===== src/rtl/acl_spi_reader_if.sv =====
// SPI pin bundle between acl_spi_reader (master) and the accelerometer (slave).
interface acl_spi_reader_if;
  logic acl_sclk;
  logic acl_mosi;
  logic acl_miso;
  logic acl_cs_n;

  modport master (
    output acl_sclk,
    output acl_mosi,
    output acl_cs_n,
    input  acl_miso
  );

  modport slave (
    input  acl_sclk,
    input  acl_mosi,
    input  acl_cs_n,
    output acl_miso
  );
endinterface


===== src/rtl/acl_spi_reader.sv =====
// SPI mode-3 master: powers up the accelerometer, then polls one axis into a 10-bit word.
// Optional ACL_AVG_EN: acl_out becomes the running mean of the last four raw samples.
module acl_spi_reader #(
  parameter int unsigned CLK_DIV       = 4,
  parameter int unsigned SAMPLE_PERIOD = 100000,
  parameter logic [7:0]  AXIS_REG      = 8'h34
) (
  input  logic                    clk,
  input  logic                    rst,
  acl_spi_reader_if.master        spi,
  output logic [9:0]              acl_out,
  output logic                    acl_valid,
  output logic                    init_done
);

  localparam int unsigned DivW  = (CLK_DIV > 1) ? $clog2(CLK_DIV) : 1;
  localparam int unsigned GapW  = $clog2(2 * CLK_DIV);
  localparam int unsigned SampW = (SAMPLE_PERIOD > 1) ? $clog2(SAMPLE_PERIOD) : 1;
  localparam logic [7:0]  RdCmd = 8'hC0 | {2'b00, AXIS_REG[5:0]};

  typedef enum logic [2:0] {
    StInit, StInitGap, StIdle, StRdCmd, StRdData, StDone
  } state_e;

  state_e           state_q;
  logic [DivW-1:0]  div_q;
  logic [5:0]       hcnt_q;
  logic [23:0]      tx_q;
  logic [15:0]      rx_q;
  logic [GapW-1:0]  gap_q;
  logic [SampW-1:0] samp_q;
  logic             pend_q;
  logic             sclk_q, mosi_q, cs_n_q;
  logic [9:0]       out_q;
  logic             valid_q, init_done_q;

  logic       tick, ev_fall, ev_rise, ev_end;
  logic       samp_tick, gap_ok, start_rd;
  logic [5:0] hcnt_last;
  logic [9:0] raw, sample;

  // hcnt counts half-period events: even = SCLK fall, odd = SCLK rise, last = CS release.
  assign tick      = !cs_n_q && (div_q == DivW'(CLK_DIV - 1));
  assign hcnt_last = (state_q == StInit) ? 6'd32 : 6'd48;
  assign ev_end    = tick && (hcnt_q == hcnt_last);
  assign ev_fall   = tick && !ev_end && !hcnt_q[0];
  assign ev_rise   = tick && hcnt_q[0];
  assign samp_tick = init_done_q && (samp_q == SampW'(SAMPLE_PERIOD - 1));
  assign gap_ok    = (gap_q == GapW'(2 * CLK_DIV - 1));
  assign start_rd  = (state_q == StIdle) && (pend_q || samp_tick) && gap_ok;

  // First received byte (low) lands in rx_q[15:8], the high byte in rx_q[7:0].
  assign raw = {rx_q[1:0], rx_q[15:8]};

`ifdef ACL_AVG_EN
  logic [9:0] hist1_q, hist2_q, hist3_q;

  assign sample = 10'(($signed({{2{raw[9]}}, raw})         + $signed({{2{hist1_q[9]}}, hist1_q})
                     + $signed({{2{hist2_q[9]}}, hist2_q}) + $signed({{2{hist3_q[9]}}, hist3_q}))
                     >>> 2);

  always_ff @(posedge clk or negedge rst) begin
    if (!rst) begin
      hist1_q <= '0;
      hist2_q <= '0;
      hist3_q <= '0;
    end else if (state_q == StDone) begin
      hist1_q <= raw;
      hist2_q <= hist1_q;
      hist3_q <= hist2_q;
    end
  end
`else
  assign sample = raw;
`endif

  always_ff @(posedge clk or negedge rst) begin
    if (!rst) begin
      state_q     <= StInit;
      div_q       <= '0;
      hcnt_q      <= '0;
      tx_q        <= '0;
      rx_q        <= '0;
      gap_q       <= '0;
      samp_q      <= '0;
      pend_q      <= 1'b0;
      sclk_q      <= 1'b1;
      mosi_q      <= 1'b0;
      cs_n_q      <= 1'b1;
      out_q       <= '0;
      valid_q     <= 1'b0;
      init_done_q <= 1'b0;
    end else begin
      valid_q <= 1'b0;
      div_q   <= (cs_n_q || tick) ? '0 : div_q + DivW'(1);

      if (!cs_n_q)     gap_q <= '0;
      else if (!gap_ok) gap_q <= gap_q + GapW'(1);

      if (init_done_q) samp_q <= samp_tick ? '0 : samp_q + SampW'(1);
      pend_q <= (pend_q || samp_tick) && !start_rd;

      if (ev_fall) begin
        sclk_q <= 1'b0;
        mosi_q <= tx_q[23];
        tx_q   <= {tx_q[22:0], 1'b0};
        hcnt_q <= hcnt_q + 6'd1;
      end
      if (ev_rise) begin
        sclk_q <= 1'b1;
        hcnt_q <= hcnt_q + 6'd1;
        if (state_q == StRdData) rx_q <= {rx_q[14:0], spi.acl_miso};
      end
      if (ev_end) begin
        cs_n_q <= 1'b1;
        mosi_q <= 1'b0;
      end

      case (state_q)
        StInit: begin
          if (cs_n_q) begin
            cs_n_q <= 1'b0;
            hcnt_q <= '0;
            tx_q   <= {16'h2D08, 8'h00};
          end else if (ev_end) begin
            init_done_q <= 1'b1;
            state_q     <= StInitGap;
          end
        end
        StInitGap: if (gap_ok) state_q <= StIdle;
        StIdle: begin
          if (start_rd) begin
            cs_n_q  <= 1'b0;
            hcnt_q  <= '0;
            tx_q    <= {RdCmd, 16'h0000};
            state_q <= StRdCmd;
          end
        end
        StRdCmd:  if (ev_rise && hcnt_q == 6'd15) state_q <= StRdData;
        StRdData: if (ev_end) state_q <= StDone;
        StDone: begin
          out_q   <= sample;
          valid_q <= 1'b1;
          state_q <= StIdle;
        end
        default: state_q <= StInit;
      endcase
    end
  end

  assign spi.acl_sclk = sclk_q;
  assign spi.acl_mosi = mosi_q;
  assign spi.acl_cs_n = cs_n_q;
  assign acl_out      = out_q;
  assign acl_valid    = valid_q;
  assign init_done    = init_done_q;

endmodule

===== src/flat_wrapper.sv =====
// flat-port wrapper written by rule: the top's interface ports become plain ports
module acl_spi_reader_flat 
#(
  parameter int unsigned CLK_DIV       = 4,
  parameter int unsigned SAMPLE_PERIOD = 100000,
  parameter logic [7:0]  AXIS_REG      = 8'h34
)
  (clk, rst, acl_out, acl_valid, init_done, spi_acl_sclk, spi_acl_mosi, spi_acl_cs_n, spi_acl_miso);
  acl_spi_reader_if spi_i ();
  input  logic clk;
  input  logic rst;
  output logic [9:0] acl_out;
  output logic acl_valid;
  output logic init_done;
  output wire logic [$bits(spi_i.acl_sclk)-1:0] spi_acl_sclk;
  output wire logic [$bits(spi_i.acl_mosi)-1:0] spi_acl_mosi;
  output wire logic [$bits(spi_i.acl_cs_n)-1:0] spi_acl_cs_n;
  input wire logic [$bits(spi_i.acl_miso)-1:0] spi_acl_miso;
  assign spi_acl_sclk = spi_i.acl_sclk;
  assign spi_acl_mosi = spi_i.acl_mosi;
  assign spi_acl_cs_n = spi_i.acl_cs_n;
  assign spi_i.acl_miso = spi_acl_miso;
  acl_spi_reader #(.CLK_DIV(CLK_DIV), .SAMPLE_PERIOD(SAMPLE_PERIOD), .AXIS_REG(AXIS_REG)) u_core (.clk(clk), .rst(rst), .spi(spi_i), .acl_out(acl_out), .acl_valid(acl_valid), .init_done(init_done));
endmodule

===== config.mk =====
export PLATFORM = sky130hd
export DESIGN_NAME = acl_spi_reader_flat
export DESIGN_NICKNAME = d
export VERILOG_FILES = /design/src/rtl/acl_spi_reader_if.sv /design/src/rtl/acl_spi_reader.sv /design/src/flat_wrapper.sv
export SDC_FILE = /design/constraint.sdc
export NUM_CORES = 1
export LEC_CHECK = 0
export BUFFER_PORTS_ARGS = -buffer_cell sky130_fd_sc_hd__buf_2
export CAP_MARGIN = 10
export CORE_UTILIZATION = 40
export DETAILED_ROUTE_END_ITERATION = 10
export PLACE_DENSITY_LB_ADDON = 0.05
export SETUP_SLACK_MARGIN = 0.4
export SLEW_MARGIN = 25
export SYNTH_ARGS = -nofsm -noshare
export SYNTH_HDL_FRONTEND = slang
export SYNTH_SLANG_ARGS = --single-unit

===== constraint.sdc =====
create_clock -name clk -period 2.14 [get_ports clk]
set_clock_uncertainty 0.05 [all_clocks]
set_input_delay 0.107 -clock clk [delete_from_list [all_inputs] [get_ports clk]]
set_output_delay 0.107 -clock clk [all_outputs]
set_load 0.005 [all_outputs]

; ---- Yosys cells after proc, flatten, opt, wreduce, memory -nomap -nowiden
; Cells that the tools add are included.
[classes]
muxes = 30
add_sub_neg = 4
reduce_logical = 22
bitwise_logic = 1
n_eq_ne = 17
[ops]
columns = op, n
row1 = $mux 24, 3
row2 = $pmux 24 s2, 1
row3 = $mux 3, 8
row4 = $mux 6, 4
row5 = $pmux 3 s6, 1
row6 = $add 17x1->17 const B, 1
row7 = $eq 17x17->1 const B, 1
row8 = $mux 17, 1
row9 = $pmux 6 s2, 1
row10 = $logic_and 1x1->1, 10
row11 = $ne 2x1->1 const B, 5
row12 = $eq 3x3->1 const B, 3
row13 = $mux 1, 8
row14 = $add 6x1->6 const B, 1
row15 = $eq 3x2->1 const B, 2
row16 = $eq 6x4->1 const B, 1
row17 = $eq 6x6->1, 1
row18 = $reduce_and 6->1, 1
row19 = $mux 5, 1
row20 = $logic_not 1->1, 4
row21 = $ne 2x2->1 const B, 2
row22 = $reduce_bool 2->1, 2
row23 = $add 3x1->3 const B, 1
row24 = $eq 3x1->1 const B, 1
row25 = 9 further kinds, 10
[totals]
input_bits = 3
output_inout_bits = 15
wordCells = 88
reg_bits = 87

; ---- Depth between registers and ports, before layout
; Gate-level depths: netlist (run 1).
[logic_depth]
word_depth = 11
depth_mapped = 8
mapped_depth_nobuf = 6

; ---- Worst setup path after synthesis (run 1)
; Ideal clock, no wire load.
[synth_path]
path_kind = reg-to-reg
from = register u_core.hcnt_q[0]
to = register u_core.tx_q[18]
path_buffers = 1
required_time_ps = 1961
path_stages_with_launch = 8
arrival_ps = 1754
path_slack_ps = 207
setup_ps = 129
path_cell_list = dfrtp_1 -> inv_1 -> ha_1 -> and4bb_2 -> o21ai_0 -> buf_2 -> nand2_2 -> a2111o_1
[synth_between]
elab_chain_cells = 8
elab_cells_between_ends = 10
cone_classes = eq/ne: 1 / mux: 4 / reduce/logical: 5
[synth_rtl]
columns = element, line_no
row1 = "start, declared", acl_spi_reader.sv:27  ; logic [5:0] hcnt_q;
row2 = "start signal, assigned", acl_spi_reader.sv:107  ; hcnt_q <= hcnt_q + 6'd1;
row3 = "start signal, assigned", acl_spi_reader.sv:111  ; hcnt_q <= hcnt_q + 6'd1;
row4 = $eq 6x6->1, acl_spi_reader.sv:45  ; assign ev_end = tick && (hcnt_q == hcnt_last);
row5 = $logic_and 1x1->1, acl_spi_reader.sv:45
row6 = $logic_not 1->1, acl_spi_reader.sv:46  ; assign ev_fall = tick && !ev_end && !hcnt_q[0];
row7 = $logic_and 1x1->1, acl_spi_reader.sv:46
row8 = $logic_and 1x1->1 *, acl_spi_reader.sv:46
row9 = $mux 24 *, acl_spi_reader.sv:103  ; if (ev_fall) begin
row10 = "$mux 24, on equally long branches", "acl_spi_reader.sv:132, acl_spi_reader.sv:121"
row11 = $pmux 24 s2 *, acl_spi_reader.sv:119  ; case (state_q)
row12 = "end signal, assigned", acl_spi_reader.sv:106  ; tx_q <= {tx_q[22:0], 1'b0};
row13 = "end signal, assigned", acl_spi_reader.sv:124  ; tx_q <= {16'h2D08, 8'h00};
row14 = "end signal, assigned", acl_spi_reader.sv:135  ; tx_q <= {RdCmd, 16'h0000};
row15 = "end, declared", acl_spi_reader.sv:28  ; logic [23:0] tx_q;
; Every way passes the cells marked *; elsewhere a longest branch is shown, timed or not.
; A chain may end at the register's enable or synchronous reset.

; ---- Worst setup path in the final report (run 1)
[layout_path]
from = register u_core.samp_q[0]
to = register u_core.tx_q[0]
[layout_between]
elab_chain_cells = 7
[layout_rtl]
columns = element, line_no
row1 = "start, declared", acl_spi_reader.sv:31  ; logic [SampW-1:0] samp_q;
row2 = "start signal, assigned", acl_spi_reader.sv:100  ; if (init_done_q) samp_q <= samp_tick ? '0 : samp_q + SampW'(1);
row3 = $eq 17x17->1, acl_spi_reader.sv:48  ; assign samp_tick = init_done_q && (samp_q == SampW'(SAMPLE_PERIOD - 1));
row4 = $logic_and 1x1->1, acl_spi_reader.sv:48
row5 = $logic_or 1x1->1, acl_spi_reader.sv:50  ; assign start_rd = (state_q == StIdle) && (pend_q || samp_tick) && gap_ok;
row6 = $logic_and 1x1->1 (2 in a row), acl_spi_reader.sv:50
row7 = $mux 24, acl_spi_reader.sv:132  ; if (start_rd) begin
row8 = $pmux 24 s2, acl_spi_reader.sv:119
; No other way between the ends.

==> out/results.ini, run 1 <==
[status]
status=complete, no violations

[route]
num_vias=2921
met2_length_mm=3.90
drtAntennaViolNets=0
wl_mm=8.49
first_iter_violations=68
firstDrtPassIters=4
top_layer=met4
dr_wl_met3_um=146
wl_met1_mm=4.31
vias_per_cell=5.29
route.detailed.wl_per_inst_um=15.4
drc=0

[floorplanning]
die_x_um=101
die_y_um=101
initial_core_util=0.420
rows=35
die_area_mm2=0.0102
ios=18
core_mm2=0.00937

[setup_path]
cp-end-kind=flop
path_buf_inv=2
start_kind=flop
cp_slowest_cell=or4b_4
r2r-end=u_core.tx_q[0]
path_class=flop to flop
crit_arrival_ns=2.13
critPathTopFamily=simple AND/OR/NAND/NOR gates
reg2reg_depth=7
critical_path.max_stage_delay_ns=0.53
reg2reg_slack_ns=0.20
critPathMaxFanout=8
r2r_start=u_core.samp_q[0]
crit_path_cell_trace=ha_2, nand3_2, or4b_4, o31ai_4, buf_12, clkbuf_16, nor3_1
worst_ep_required_time_ns=2.33

[sta]
hold_viol_final=0
finalCritPeriodShare=0.905
setup_viol=0
min_period_ns=1.94
fmax_mhz=516
setup-tns-final_ns=0
rsz0062_at_grt=yes
slew_headroom=0.639
final-max-slew-violation-count=0
timing.hold.ws_ns=0.228
worst_pin_slew_ns=0.542

[global_routing]
grt_pass1_wl_mm=14.3
grt_max_degree=40
first_global_vias=2839
grt_overflow=0
antenna_found_initial=0
groute.usage.overall=0.182

[power_and_ir_drop]
power_leakage_nw=2.30
combPwrFrac=0.015
power_density_mw_per_mm2=585
vdd_drop_max_v=0.000313
p_seq_frac=0.561
p_clk_frac=0.424
p_int_w=0.00222
swShare=0.242
p_switching_w=0.000709

[clocking]
clkLatencyLatePin_ns=0.36
root_buffer=clkbuf_8
cts.sinks=87
htree_levels=3
clock_path_buffers=2
cts_buffers=9
path_clk_slew_ns=0.10
cts_tree=yes

[yosys]
postSynthCellCount=367
synth-main-ff-cell=dfrtp_1
synth_top_area_cell=dfrtp_1
yosys-top-cells-area=dfrtp_1, mux2_2, nand2_1, a211oi_1, o21ai_0
synth_cell_types=48
synth-edff-count=0
yosysSeqAreaShare=0.554
synth-seq-cells=87
netlist.area_leader.share=0.540
syn-mean-instance-area_um2=10.7
syn-num-nets=376
yosys_warnings=0
async_flop_share=1.00
syn_area_mm2=0.00394

[place]
placed_area_mm2=0.00432
portBuffers=17
place.gp.congestion=0.764
post-dp-hpwl_mm=5.01

[layout]
nets=427
diodes=0
drive_above_1_share=0.329
design_area_mm2=0.00501
most-common-layout-cells=dfrtp_1, nand2_1, buf_4
layout_commonest_cell=dfrtp_1
synthToLayoutAreaGrowth_pct=27.3

[hold_path]
worst_hold_path_type=input port to async pin

[job]
maxCapViolCount=0

-- synth_stat cells, types with 2 or more instances --
cell type / instances
o21a_1: 2
buf_2: 6
and2_1: 2
a32o_1: 2
nor2_1: 18
mux2_2: 16
or4_1: 2
xnor2_1: 12
nor4_1: 6
nand2_1: 45
nand3_1: 21
dfstp_2: 2
ha_1: 6
nor2b_1: 4
nand2b_1: 2
a21oi_1: 2
clkbuf_1: 14
o21ai_0: 24
dfrtp_1: 85
xor2_1: 4
a2111o_1: 2
mux2i_1: 4
or3_1: 2
buf_4: 2
and3_1: 7
a311o_1: 4
nand3b_1: 3
nor3_1: 13
nand4_1: 5
o31ai_1: 3
inv_1: 9
a211oi_1: 22
-- cells by family after synthesis --
kind of cell,count (synthesis),synth area share
adders and majority gates,6,0.0191
and+or+nand+nor,137,0.174
muxes,20,0.0559
AOI/OAI and AO/OA,68,0.124
buffers and inverters,33,0.0375
DFF,87,0.554
xor gates and xnor gates,16,0.0356
-- worst reg2reg max path: cells and delay by family (launching register included) --
kind,cells,cell delay [ns]
AND/OR/NAND/NOR,3,0.65
AO/OA/AOI/OAI,1,0.23
buffers and inverters,2,0.34
adder cells (fa/ha/maj),1,0.19
flip-flops,1,0.37
-- registers in the layout, indices dropped and copies added, names as in the netlist, 2 cells and up --
signal          cells
u_core.acl_out     10
u_core.div_q        2
u_core.gap_q        3
u_core.hcnt_q       6
u_core.rx_q        16
u_core.samp_q      17
u_core.state_q      3
u_core.tx_q        24
-- per-layer routing --
metal,vias to the layer above,global-route usage
met5,-,0
met4,0,0.0769
met3,11,0.0276
met2,28,0.281
met1,1467,0.257
li1,1415,-
-- cell type report --
| type | count | area (um^2) |
|---|---|---|
| timing repair buffer | 64 | 572 |
| fill | 858 | 4360 |
| clock inverter | 7 | 91.3 |
| inverter | 9 | 33.8 |
| tap | 129 | 161 |
| sequential | 87 | 2180 |
| multi-input combinational | 247 | 1850 |
| clock buffer | 9 | 124 |
-- how the worst max path moves through the flow --
stage,slack [ns],depth (start not counted),endpoint,startpoint
final,0.20,7,u_core.tx_q[0],u_core.samp_q[0]
after global routing,0.13,6,u_core.tx_q[19],u_core.state_q[1]
after CTS,0.21,7,u_core.tx_q[6],u_core.samp_q[0]
after detailed placement,0.15,6,u_core.hcnt_q[4],u_core.hcnt_q[0]
after global placement,0.18,6,u_core.state_q[0],u_core.div_q[0]
after floorplan,0.30,6,u_core.tx_q[10],u_core.samp_q[0]
-- per-stage QoR --
| stage | util | setup WS, ns | instances | total power (W) |
|---|---|---|---|---|
| 2_1_floorplan | - | 0.297 | 367 | 0.00168 |
| 3_3_place_gp | 0.461 | 0.185 | 511 | 0.00172 |
| 3_5_place_dp | 0.461 | 0.150 | 511 | 0.00172 |
| 4_1_cts | 0.513 | 0.209 | 546 | 0.00297 |
| 5_1_grt | 0.535 | 0.135 | 552 | 0.00305 |
| 6_report | 0.535 | 0.204 | 552 | 0.00293 |
-- power groups by stage --
stage	Combinational (W)	Clock, W	Sequential (W)
6_report	0.0000436	0.00124	0.00164
5_1_grt	0.0000526	0.00135	0.00164
4_1_cts	0.0000470	0.00128	0.00164
3_5_place_dp	0.0000439	0	0.00168
3_3_place_gp	0.0000440	0	0.00168
2_1_floorplan	0.000000869	0	0.00168
-- what timing repair did --
item                                    4_1_cts  5_1_grt
endpoints found under the hold margin        36        0
endpoints found under the setup margin       57       63
hold buffers                                  2        0
cloned                                        2        1
resized for setup                            20       29
buffers inserted                             15        5
pin swaps                                     5       16
(Power assumes the default switching activity.)
==> run 2: changes to the inputs <==
Settings changed: PLACE_DENSITY from default to 0.52, PLACE_DENSITY_LB_ADDON 0.05 to default.
Clock period 2.14 ns to 1.9 ns, I/O delays scaled along.
==> out/results.ini, run 2 (synthesized netlist as in run 1, its figures left out) <==
[place]
dp.cells=524
placed_area_mm2=0.00449
portBuffers=17
post-dp-hpwl_mm=5.30
place.gp.congestion=0.783

[floorplanning]
rows=35
die_area_mm2=0.0102
initial_core_util=0.420
core_mm2=0.00937
die_y_um=101
die_x_um=101
ios=18

[route]
firstDrtPassIters=5
wl_met1_mm=4.48
wl_mm=9.29
first_iter_violations=71
top_layer=met4
met2_length_mm=4.45
vias_per_cell=5.31
dr_wl_met3_um=183
route.detailed.wl_per_inst_um=16.0
num_vias=3087
drc=0
drtAntennaViolNets=0

[sta]
finalCritPeriodShare=1.02
final-max-slew-violation-count=0
min_period_ns=1.93
worst_pin_slew_ns=0.423
hold_viol_final=0
setup_slack_ns=-0.0290
fmax_mhz=518
slew_headroom=0.715
setup_viol=26
rsz0062_at_grt=yes

[layout]
multi_input_area_mm2=0.00195
nFillCells=797
nets=456
finalNonFillerCells=581
layout_commonest_cell=dfrtp_1
most-common-layout-cells=dfrtp_1, buf_4, nand2_1
drive_above_1_share=0.403
regMostFlops=u_core.tx_q
diodes=0
design_area_mm2=0.00546
top_regs=u_core.tx_q: 24 flops, u_core.samp_q: 17 flops, u_core.rx_q: 16 flops
largest_register_ffs=24
synthToLayoutAreaGrowth_pct=38.6
utilization=0.582
regArea_mm2=0.00218

[setup_path]
path_class=flop to flop
cp-end-kind=flop
crit_path_cell_trace=ha_2, nand3_2, or4b_4, o31ai_4, buf_6, buf_16, a211oi_2
critPathMaxFanout=8
critical_path.max_stage_delay_ns=0.52
r2r_start=u_core.samp_q[1]
worst_ep_required_time_ns=2.09
path_buf_inv=2
reg2reg_slack_ns=-0.03
start_kind=flop
cp_slowest_cell=or4b_4
crit_start=u_core.samp_q[1]
crit_arrival_ns=2.12
critPathTopFamily=simple AND/OR/NAND/NOR gates

[global_routing]
antenna_found_initial=0
groute.usage.overall=0.198
grt_pass1_wl_mm=15.7
first_global_vias=3152
grt_overflow=0
grt_max_degree=47

[job]
maxCapViolCount=0

[hold_path]
worst_hold_path_type=input port to async pin

[clocking]
cts.sinks=87
clkLatencyLatePin_ns=0.36
cts_buffers=9
root_buffer=clkbuf_8
htree_levels=3
cts_tree=yes
path_clk_slew_ns=0.10
clock_path_buffers=2

[power_and_ir_drop]
power_leakage_nw=2.57
vdd_drop_max_v=0.000420
power_density_mw_per_mm2=601

[status]
violations=negative setup slack
status=complete, but fails checks

run 2: final cells by class:
class	instances	share of cell area
Sequential cell	87	0.399
Multi-Input combinational cell	247	0.357
Timing Repair Buffer	93	0.169
Tap cell	129	0.0296
Clock buffer	9	0.0227
Clock inverter	7	0.0165
Inverter	9	0.00619
run 2: worst reg2reg max path, delay by kind of cell, from the launching register on:
| kind | cells | cell delay [ns] |
|---|---|---|
| AO/OA/AOI/OAI | 2 | 0.29 |
| adder cells (fa/ha/maj) | 1 | 0.19 |
| buffers and inverters | 2 | 0.33 |
| flip-flops | 1 | 0.37 |
| AND/OR/NAND/NOR | 2 | 0.58 |
run 2: repair_timing:
action	in CTS	in global routing
gates resized for setup	34	35
hold endpoints to repair	87	0
hold buffers	2	0
cloned	4	2
buffers inserted	24	9
pin swaps	13	23
endpoints found under the setup margin	63	68
run 2: path summary, 6_finish.rpt:
kind	cells after the start	endpoint
worst max-delay path	7	u_core.tx_q[7]
worst min-delay path	2	u_core.spi.acl_mosi
worst max register to register	7	u_core.tx_q[7]
worst min register to register	2	u_core.acl_out[7]
max in group asynchronous	3	u_core.spi.acl_cs_n
min in group clk	2	u_core.acl_out[7]
run 2: power breakdown:
part           switching, W  internal (W)  leakage (nW)  total [W]
logic             0.0000381     0.0000112          1.28  0.0000492
clock network      0.000743      0.000637         0.101    0.00138
registers       0.000000886       0.00185          1.19    0.00185
total              0.000782       0.00250          2.57    0.00328
run 2: layer usage:
layer | vias up | GRT usage
li1 | 1465 | -
met1 | 1567 | 0.275
met2 | 39 | 0.313
met3 | 16 | 0.0304
met4 | 0 | 0.0780
met5 | - | 0
run 2: metrics by stage:
stage	hold WS (ns)	TNS (ns)	worst slack (ns)	power [W]
final	0.133	-0.343	-0.0290	0.00328
after global routing	0.135	-2.88	-0.114	0.00340
after CTS	0.127	0	0.0137	0.00332
after detailed placement	-0.0306	0	0.0216	0.00194
after global placement	-0.0332	0	0.0413	0.00194
after floorplan	-0.251	0	0.0573	0.00189
